## config.mk

```make
export PLATFORM = sky130hd
export DESIGN_NAME = muldiv_unit
export DESIGN_NICKNAME = d
export VERILOG_FILES = /design/src/rtl/mips_pkg.sv /design/src/rtl/div_core.sv /design/src/rtl/muldiv_unit.sv
export SDC_FILE = /design/constraint.sdc
export NUM_CORES = 2
export LEC_CHECK = 0
export CAP_MARGIN = 20
export CELL_PAD_IN_SITES_DETAIL_PLACEMENT = 0
export CELL_PAD_IN_SITES_GLOBAL_PLACEMENT = 2
export CORE_AREA = 2 2 540 274
export CTS_BUF_LIST = sky130_fd_sc_hd__clkbuf_4
export DETAILED_ROUTE_END_ITERATION = 10
export DIE_AREA = 0 0 542 276
export DONT_BUFFER_PORTS = 1
export MAX_ROUTING_LAYER = met4
export PLACE_DENSITY = 0.94
export SLEW_MARGIN = 20
export SYNTH_ARGS = -nofsm -noshare
export SYNTH_HDL_FRONTEND = slang
export SYNTH_HIERARCHICAL = 1
export SYNTH_SLANG_ARGS = --single-unit
```

## constraint.sdc

```tcl
create_clock -name clk -period 10.2 [get_ports clk]
set_clock_uncertainty 0.2 [all_clocks]
set_input_delay 1.02 -clock clk [delete_from_list [all_inputs] [get_ports clk]]
set_output_delay 1.02 -clock clk [all_outputs]
set_load 0.02 [all_outputs]
```

## src/rtl/mips_pkg.sv

```systemverilog
// Shared definitions for the HI/LO multiply/divide unit: op encoding,
// FSM state type and datapath width.
package mips_pkg;

  localparam int DATA_W = 32;

  localparam logic [2:0] MD_NONE  = 3'b000;
  localparam logic [2:0] MD_MULT  = 3'b001;
  localparam logic [2:0] MD_MULTU = 3'b010;
  localparam logic [2:0] MD_DIV   = 3'b011;
  localparam logic [2:0] MD_DIVU  = 3'b100;
  localparam logic [2:0] MD_MTHI  = 3'b101;
  localparam logic [2:0] MD_MTLO  = 3'b110;

  typedef enum logic [1:0] {
    S_IDLE,
    S_MUL,
    S_DIV,
    S_DONE
  } md_state_e;

  // Magnitude of v when it is to be read as signed; pass-through otherwise.
  function automatic logic [DATA_W-1:0] mag(input logic sgn, input logic [DATA_W-1:0] v);
    return (sgn && v[DATA_W-1]) ? -v : v;
  endfunction

endpackage

```

## src/rtl/div_core.sv

```systemverilog
// Iterative restoring divider on unsigned magnitudes, one quotient bit per step.
// quotient/remainder show the result *after* the current step, so the final
// step's result can be captured on the same edge that performs it.
module div_core
  import mips_pkg::*;
(
  input  logic              clk,
  input  logic              rst_n,
  input  logic              load,
  input  logic              step,
  input  logic [DATA_W-1:0] dividend,
  input  logic [DATA_W-1:0] divisor,
  output logic [DATA_W-1:0] quotient,
  output logic [DATA_W-1:0] remainder
);

  logic [DATA_W-1:0] quo, rem, dvs;
  logic [DATA_W:0]   shifted;
  logic              ge;

  // Partial remainder can reach 33 bits before the trial subtract.
  assign shifted   = {rem, quo[DATA_W-1]};
  assign ge        = shifted >= {1'b0, dvs};
  assign remainder = ge ? DATA_W'(shifted - {1'b0, dvs}) : shifted[DATA_W-1:0];
  assign quotient  = {quo[DATA_W-2:0], ge};

  always_ff @(posedge clk or negedge rst_n) begin
    if (!rst_n) begin
      quo <= '0;
      rem <= '0;
      dvs <= '0;
    end else if (load) begin
      quo <= dividend;
      rem <= '0;
      dvs <= divisor;
    end else if (step) begin
      quo <= quotient;
      rem <= remainder;
    end
  end

endmodule

```

## src/rtl/muldiv_unit.sv

```systemverilog
// HI/LO multiply/divide unit beside EX: multi-cycle MULT/DIV with pipeline
// stall request, MTHI/MTLO, and architectural HI/LO registers.
module muldiv_unit
  import mips_pkg::*;
#(
  parameter int MUL_LAT   = 2,
  parameter int DIV_ITERS = 32
) (
  input  logic              clk,
  input  logic              rst_n,
  input  logic              start,
  input  logic [2:0]        op,
  input  logic [DATA_W-1:0] rs_val,
  input  logic [DATA_W-1:0] rt_val,
  input  logic              ex_hold,
  input  logic              flush,
  output logic              stall_req,
  output logic [DATA_W-1:0] hi,
  output logic [DATA_W-1:0] lo,
  output logic              busy
);

  md_state_e state, state_nxt;

  logic [4:0]          cnt;
  logic [DATA_W-1:0]   op_a, op_b;
  logic                mul_sgn, neg_q, neg_r;
  logic                is_mul, is_div, div_sgn, issue;
  logic                mul_last, div_last;
  logic                div_load, div_step;
  logic [2*DATA_W-1:0] ext_a, ext_b, prod;
  logic [DATA_W-1:0]   quo, rem;

  assign is_mul   = (op == MD_MULT) || (op == MD_MULTU);
  assign is_div   = (op == MD_DIV)  || (op == MD_DIVU);
  assign div_sgn  = (op == MD_DIV);
  assign issue    = (state == S_IDLE) && start && !flush;
  assign mul_last = (state == S_MUL) && (cnt == 5'(MUL_LAT - 1));
  assign div_last = (state == S_DIV) && (cnt == 5'(DIV_ITERS - 1));
  assign busy     = (state != S_IDLE);

  // Operands are latched, so a single wide multiply over the MUL cycles
  // stands in for a pipelined multiplier.
  assign ext_a = mul_sgn ? {{DATA_W{op_a[DATA_W-1]}}, op_a} : {{DATA_W{1'b0}}, op_a};
  assign ext_b = mul_sgn ? {{DATA_W{op_b[DATA_W-1]}}, op_b} : {{DATA_W{1'b0}}, op_b};
  assign prod  = ext_a * ext_b;

  assign div_load = issue && is_div && (rt_val != '0);
  assign div_step = (state == S_DIV) && !flush;

  div_core u_div (
    .clk       (clk),
    .rst_n     (rst_n),
    .load      (div_load),
    .step      (div_step),
    .dividend  (mag(div_sgn, rs_val)),
    .divisor   (mag(div_sgn, rt_val)),
    .quotient  (quo),
    .remainder (rem)
  );

  always_ff @(posedge clk or negedge rst_n) begin
    if (!rst_n) state <= S_IDLE;
    else        state <= state_nxt;
  end

  always_comb begin
    state_nxt = state;
    stall_req = 1'b0;
    if (flush) begin
      state_nxt = S_IDLE;
    end else begin
      case (state)
        S_IDLE: begin
          if (start && is_mul) begin
            state_nxt = S_MUL;
            stall_req = 1'b1;
          end else if (start && is_div) begin
            // Zero divisor: one stall cycle, then DONE with HI/LO untouched.
            state_nxt = (rt_val == '0) ? S_DONE : S_DIV;
            stall_req = 1'b1;
          end
        end
        S_MUL: begin
          stall_req = 1'b1;
          if (mul_last) state_nxt = S_DONE;
        end
        S_DIV: begin
          stall_req = 1'b1;
          if (div_last) state_nxt = S_DONE;
        end
        S_DONE: begin
          // start is ignored here so the held instruction is not re-run.
          if (!ex_hold) state_nxt = S_IDLE;
        end
        default: state_nxt = S_IDLE;
      endcase
    end
  end

  always_ff @(posedge clk or negedge rst_n) begin
    if (!rst_n) begin
      cnt     <= '0;
      op_a    <= '0;
      op_b    <= '0;
      mul_sgn <= 1'b0;
      neg_q   <= 1'b0;
      neg_r   <= 1'b0;
      hi      <= '0;
      lo      <= '0;
    end else if (!flush) begin
      case (state)
        S_IDLE: begin
          if (start) begin
            cnt <= '0;
            if (is_mul) begin
              op_a    <= rs_val;
              op_b    <= rt_val;
              mul_sgn <= (op == MD_MULT);
            end
            if (is_div) begin
              neg_q <= div_sgn && (rs_val[DATA_W-1] ^ rt_val[DATA_W-1]);
              neg_r <= div_sgn && rs_val[DATA_W-1];
            end
            if (op == MD_MTHI) hi <= rs_val;
            if (op == MD_MTLO) lo <= rs_val;
          end
        end
        S_MUL: begin
          cnt <= cnt + 5'd1;
          if (mul_last) {hi, lo} <= prod;
        end
        S_DIV: begin
          cnt <= cnt + 5'd1;
          if (div_last) begin
            lo <= neg_q ? -quo : quo;
            hi <= neg_r ? -rem : rem;
          end
        end
        default: ;
      endcase
    end
  end

endmodule

```

# Word-level counts from Yosys, hierarchy flattened
# Cells that the tools add are included.
# op_classes
add_sub_neg	6
mul	1
magnitude_cmp	1
eq_ne	20
mux	35
bitwise_logic	2
n_reduce_logical	29
# op_table
op	n
32-bit two-way mux	17
32-bit case mux with 3 select lines	2
64-bit two-way mux	2
32-bit negator	4
64-bit by 64-bit multiplier with 64-bit output	1
33-bit by 32-bit greater-or-equal comparator with 1-bit output	1
32-bit zero test	1
32-bit nonzero test	1
32-bit subtractor	1
1-bit logical AND	12
2-bit two-way mux	6
4-bit AND reduction	3
6-bit AND reduction	2
5-bit case mux with 2 select lines	1
3-bit == test (second input constant)	3
3-bit != test (second input constant)	3
2-bit case mux with 4 select lines	1
3-bit by 2-bit == test with 1-bit output (second input constant)	2
2-bit != test (second input constant)	3
2-bit nonzero test	3
5-bit by 1-bit adder with 5-bit output (second input constant)	1
5-bit by 1-bit == test with 1-bit output (second input constant)	1
5-bit == test (second input constant)	1
5-bit two-way mux	1
other kinds (15)	21
# word_totals
ff_bits	234
output_inout_bits	66

# Depth between registers and ports, before layout
# depth
word_depth	7
ltp_mapped	36
mapped_depth_nobuf	33

# Modules after synthesis
# Netlist, hierarchy kept.
# modules_own_cells
mod	instances	cells_each	area_per_inst_um2	seq_area_each_um2
muldiv_unit	1	6124	56994.7	3453.3
div_core	1	733	6418.7	2402.3

# Least setup slack after synthesis
# Ideal clock, no wire load.
# synth_path
kind	register to register
from	register mul_sgn
to	register hi[29]
arrival_time_ns	8.922
t_required_ns	9.875
setup_slack_ns	0.953
path_stages_with_launch	32
n_path_buf	3
synth_period_minus_slack_ns	9.247
path_cell_list	dfrtp_1 -> and2_1 -> clkbuf_1 -> clkbuf_1 -> nand2_1 -> fa_1 -> inv_1 -> fa_1 -> fa_1 -> inv_1 -> fa_1 -> inv_1 -> fa_1 -> fa_1 -> fa_1 -> fa_1 -> fa_1 -> inv_1 -> fa_1 -> inv_1 -> ha_1 -> buf_2 -> a21o_1 -> a21o_1 -> a21o_1 -> a21o_1 -> a21o_1 -> a21o_1 -> a21oi_1 -> o31ai_1 -> xnor2_1 -> o21ai_1
# synth_between
elab_chain_cells	4
elab_cells_between_ends	5
# synth_rtl
element	line	rtl
start, declared	muldiv_unit.sv:27	logic mul_sgn, neg_q, neg_r;
start signal, assigned	muldiv_unit.sv:119	mul_sgn <= (op == MD_MULT);
64-bit two-way mux, on equally long branches	muldiv_unit.sv:44, muldiv_unit.sv:45	
64-bit by 64-bit multiplier with 64-bit output *	muldiv_unit.sv:46	assign prod = ext_a * ext_b;
32-bit two-way mux *	muldiv_unit.sv:131	if (mul_last) {hi, lo} <= prod;
32-bit case mux with 3 select lines *	muldiv_unit.sv:112	case (state)
end signal, assigned	muldiv_unit.sv:125	if (op == MD_MTHI) hi <= rs_val;
end signal, assigned	muldiv_unit.sv:131	
end signal, assigned	muldiv_unit.sv:137	hi <= neg_r ? -rem : rem;
end, declared	muldiv_unit.sv:18	output logic [DATA_W-1:0] hi,
# Every way passes the cells marked *; elsewhere a longest branch is shown, timed or not. The select of a mux whose other input is x is not followed.
# A chain may end at the register's enable or synchronous reset.

# Worst setup path in the final report
# layout_path
from	register op_a[16]
to	register hi[28]
# layout_between
elab_chain_cells	4
# layout_rtl
element	line	rtl
start, declared	muldiv_unit.sv:26	logic [DATA_W-1:0] op_a, op_b;
start signal, assigned	muldiv_unit.sv:117	op_a <= rs_val;
64-bit two-way mux	muldiv_unit.sv:44	assign ext_a = mul_sgn ? {{DATA_W{op_a[DATA_W-1]}}, op_a} : {{DATA_W{1'b0}}, op_a};
64-bit by 64-bit multiplier with 64-bit output	muldiv_unit.sv:46	
32-bit two-way mux	muldiv_unit.sv:131	
32-bit case mux with 3 select lines	muldiv_unit.sv:112	
# No other way between the ends. The select of a mux whose other input is x is not followed.

==> flow_summary.yaml <==
place:
  io_buffers: 0
  pre_cts_slack_ps: -0.916
  place_congestion: 1.03
  dp.cells: 8560
  dp_hpwl_mm: 184
worst_setup_path:
  cp.arrival_ps: 10390
  slowest_stage: "dfrtp_1"
  critical_path_class: "register to register"
  worst_path_most_repeated_cell: "fa_1"
  cp.required_ps: 10690
  crit_fanout: 9
  cp-end-kind: "register"
  worst_setup_path_start_kind: "register"
  cp_slowest_stage_delay_ps: 680
  path_buf_inv: 10
  path_delay_family: "adder cells"
yosys:
  yosysTopAreaCellShare_pct: 44.8
  netlist_instances: 6857
  ys_types: 97
  yosysTopAreaCell: "fa_1"
  synthFlopType: "dfrtp_1"
  syn_area_um2: 63400
  synth_edf_count: 0
  async_flop_share_pct: 100
  synth.area.top_cells: "fa_1 45%, inv_1 9.5%, dfrtp_1 9.2%"
  yosysMostFrequentCell: "inv_1"
  synth-seq-area-share_pct: 9.23
  yosys_warnings: 6
  synth_nets: 8701
  ys_ff_latch: 234
  synth_common_cells: "1611 x inv_1, 1420 x fa_1, 754 x nand2_1"
  avgSynthCellArea_um2: 9.25
global_route:
  track_usage_pct: 30.1
  grt_pass1_vias: 48800
  grt_first_pass_wirelength_mm: 327
  grt_max_degree: 235
  grt-ovfl-total: 0
  antenna_found_initial: 10
cells_and_area:
  nets: 8549
  syn2layout_area_growth_pct: 4.89
  final_util_pct: 46.0
  drive_above_1_share_pct: 6.50
  fin_cells: 8679
  nFillCells: 14000
cts:
  htree_num_levels: 2
  postCtsSetupBuffers: 0
  cts.clk_slew.worst_paths_ps: 90
  cts_buffer_depth: 3
  cts_sinks: 234
  root_buffer: "clkbuf_4"
  clk_latency_ps: 870
  cts_tree: "yes"
  cts_inserted_buffers: 59
route:
  drt_pre_antenna_iters: 8
  wl_mm: 215
  ant_nets: 0
  dr_total_vias: 47800
  drt_iter0_drc: 5121
  drc_errors: 0
  wl_per_cell_um: 24.8
  vias_per_cell: 5.51
die:
  io_pins: 138
  rows: 99
  die_area_um2: 150000
  core-area_um2: 145000
  die_y_um: 276
  chipWidth_um: 542
  start_util_pct: 43.8
status:
  status: "finished, final reports clean"
sta:
  fmax_mhz: 101
  setup_viol: 0
  period_share_pct: 97.0
  period_needed_ps: 9900
  worst_slew_pin_slew_ps: 1120
  finalMaxSlewViolations: 0
  slew_headroom_pct: 24.7
  finalHoldViolCount: 0
  fin_ws_ps: 301
worst_hold_path:
  worst_hold_path_type: "primary input to register"
flow_run:
  maxCapViolCount: 0
-- layout by cell type (no fill, tap or decap), drive strengths merged, types with 28 or more instances in the layout --
master,n
o21a,31
xnor2,181
mux2,92
nor3,28
a21oi,161
and2,582
nand3,30
nor2,187
fa,1420
mux2i,37
clkbuf,77
a21o,56
nand2,756
dfrtp,234
o21ai,214
xor2,83
and3,34
inv,1611
o31ai,58
clkinv,34
buf,166
ha,352
a221oi,36
-- flip-flops by register name (all words and copies together), names as in the netlist --
| name | count |
|---|---|
| cnt | 5 |
| hi | 32 |
| lo | 32 |
| mul_sgn | 1 |
| neg_q | 1 |
| neg_r | 1 |
| op_a | 32 |
| op_b | 32 |
| state | 2 |
| u_div/dvs | 32 |
| u_div/quo | 32 |
| u_div/rem | 32 |
-- through the flow --
stage,area (um^2),setup TNS (ps),hold WS (ps)
after CTS,66400,0,4.39
after global placement,65600,0,301
after detailed placement,65600,-0.916,313
final,66500,0,37.8
after global routing,66500,-1.51,8.46
after floorplan,63400,0,279
-- worst paths after layout --
kind | cells after the start | to | slack [ps] | start
worst max-delay path | 31 | hi[28]$_DFFE_PN0P_ | 300 | op_a[16]$_DFFE_PN0P_
worst min-delay path | 1 | state[0]$_DFFE_PN0P_ | 40 | flush
worst max register to register | 31 | hi[28]$_DFFE_PN0P_ | 300 | op_a[16]$_DFFE_PN0P_
worst min register to register | 1 | u_div/dvs[0]$_DFFE_PN0P_ | 340 | u_div/dvs[0]$_DFFE_PN0P_
max in group asynchronous | 3 | op_a[9]$_DFFE_PN0P_ | 7870 | rst_n
min in group asynchronous | 2 | op_b[12]$_DFFE_PN0P_ | 680 | rst_n
-- cell type report --
cell class / instances / area (um^2) / area share [%]
multi-input combinational: 4630 / 50000 / 75.1
inverter: 1613 / 6050 / 9.10
sequential: 234 / 5900 / 8.87
tap: 1919 / 2400 / 3.61
timing repair buffer: 167 / 1430 / 2.15
clock buffer: 77 / 578 / 0.869
clock inverter: 33 / 164 / 0.246
antenna: 6 / 15.0 / 0.0226
-- kinds of logic after synthesis --
family | count (synthesis) | synth area share, %
mux | 129 | 2.23
flops | 234 | 9.23
simple gates | 1740 | 13.5
fa+ha+maj | 1776 | 51.8
compound gates | 721 | 7.50
buf+inv | 1993 | 12.0
xor+xnor | 264 | 3.65
-- what timing repair did --
action / 4_1_cts / 5_1_grt
endpoints found under the setup margin: 2 / 14
gates cloned: 0 / 0
hold buffers: 1 / 1
endpoints found under the hold margin: 234 / 25
gates resized for setup: 5 / 28
-- layer usage --
layer	wire, um	track usage, %
met1	106000	49.6
met2	77200	35.5
met3	29700	9.56
met4	2200	2.84
met5	0	-
Power is not shown: default switching activity piles up to over one toggle a cycle in this logic, so the estimate is an artifact.
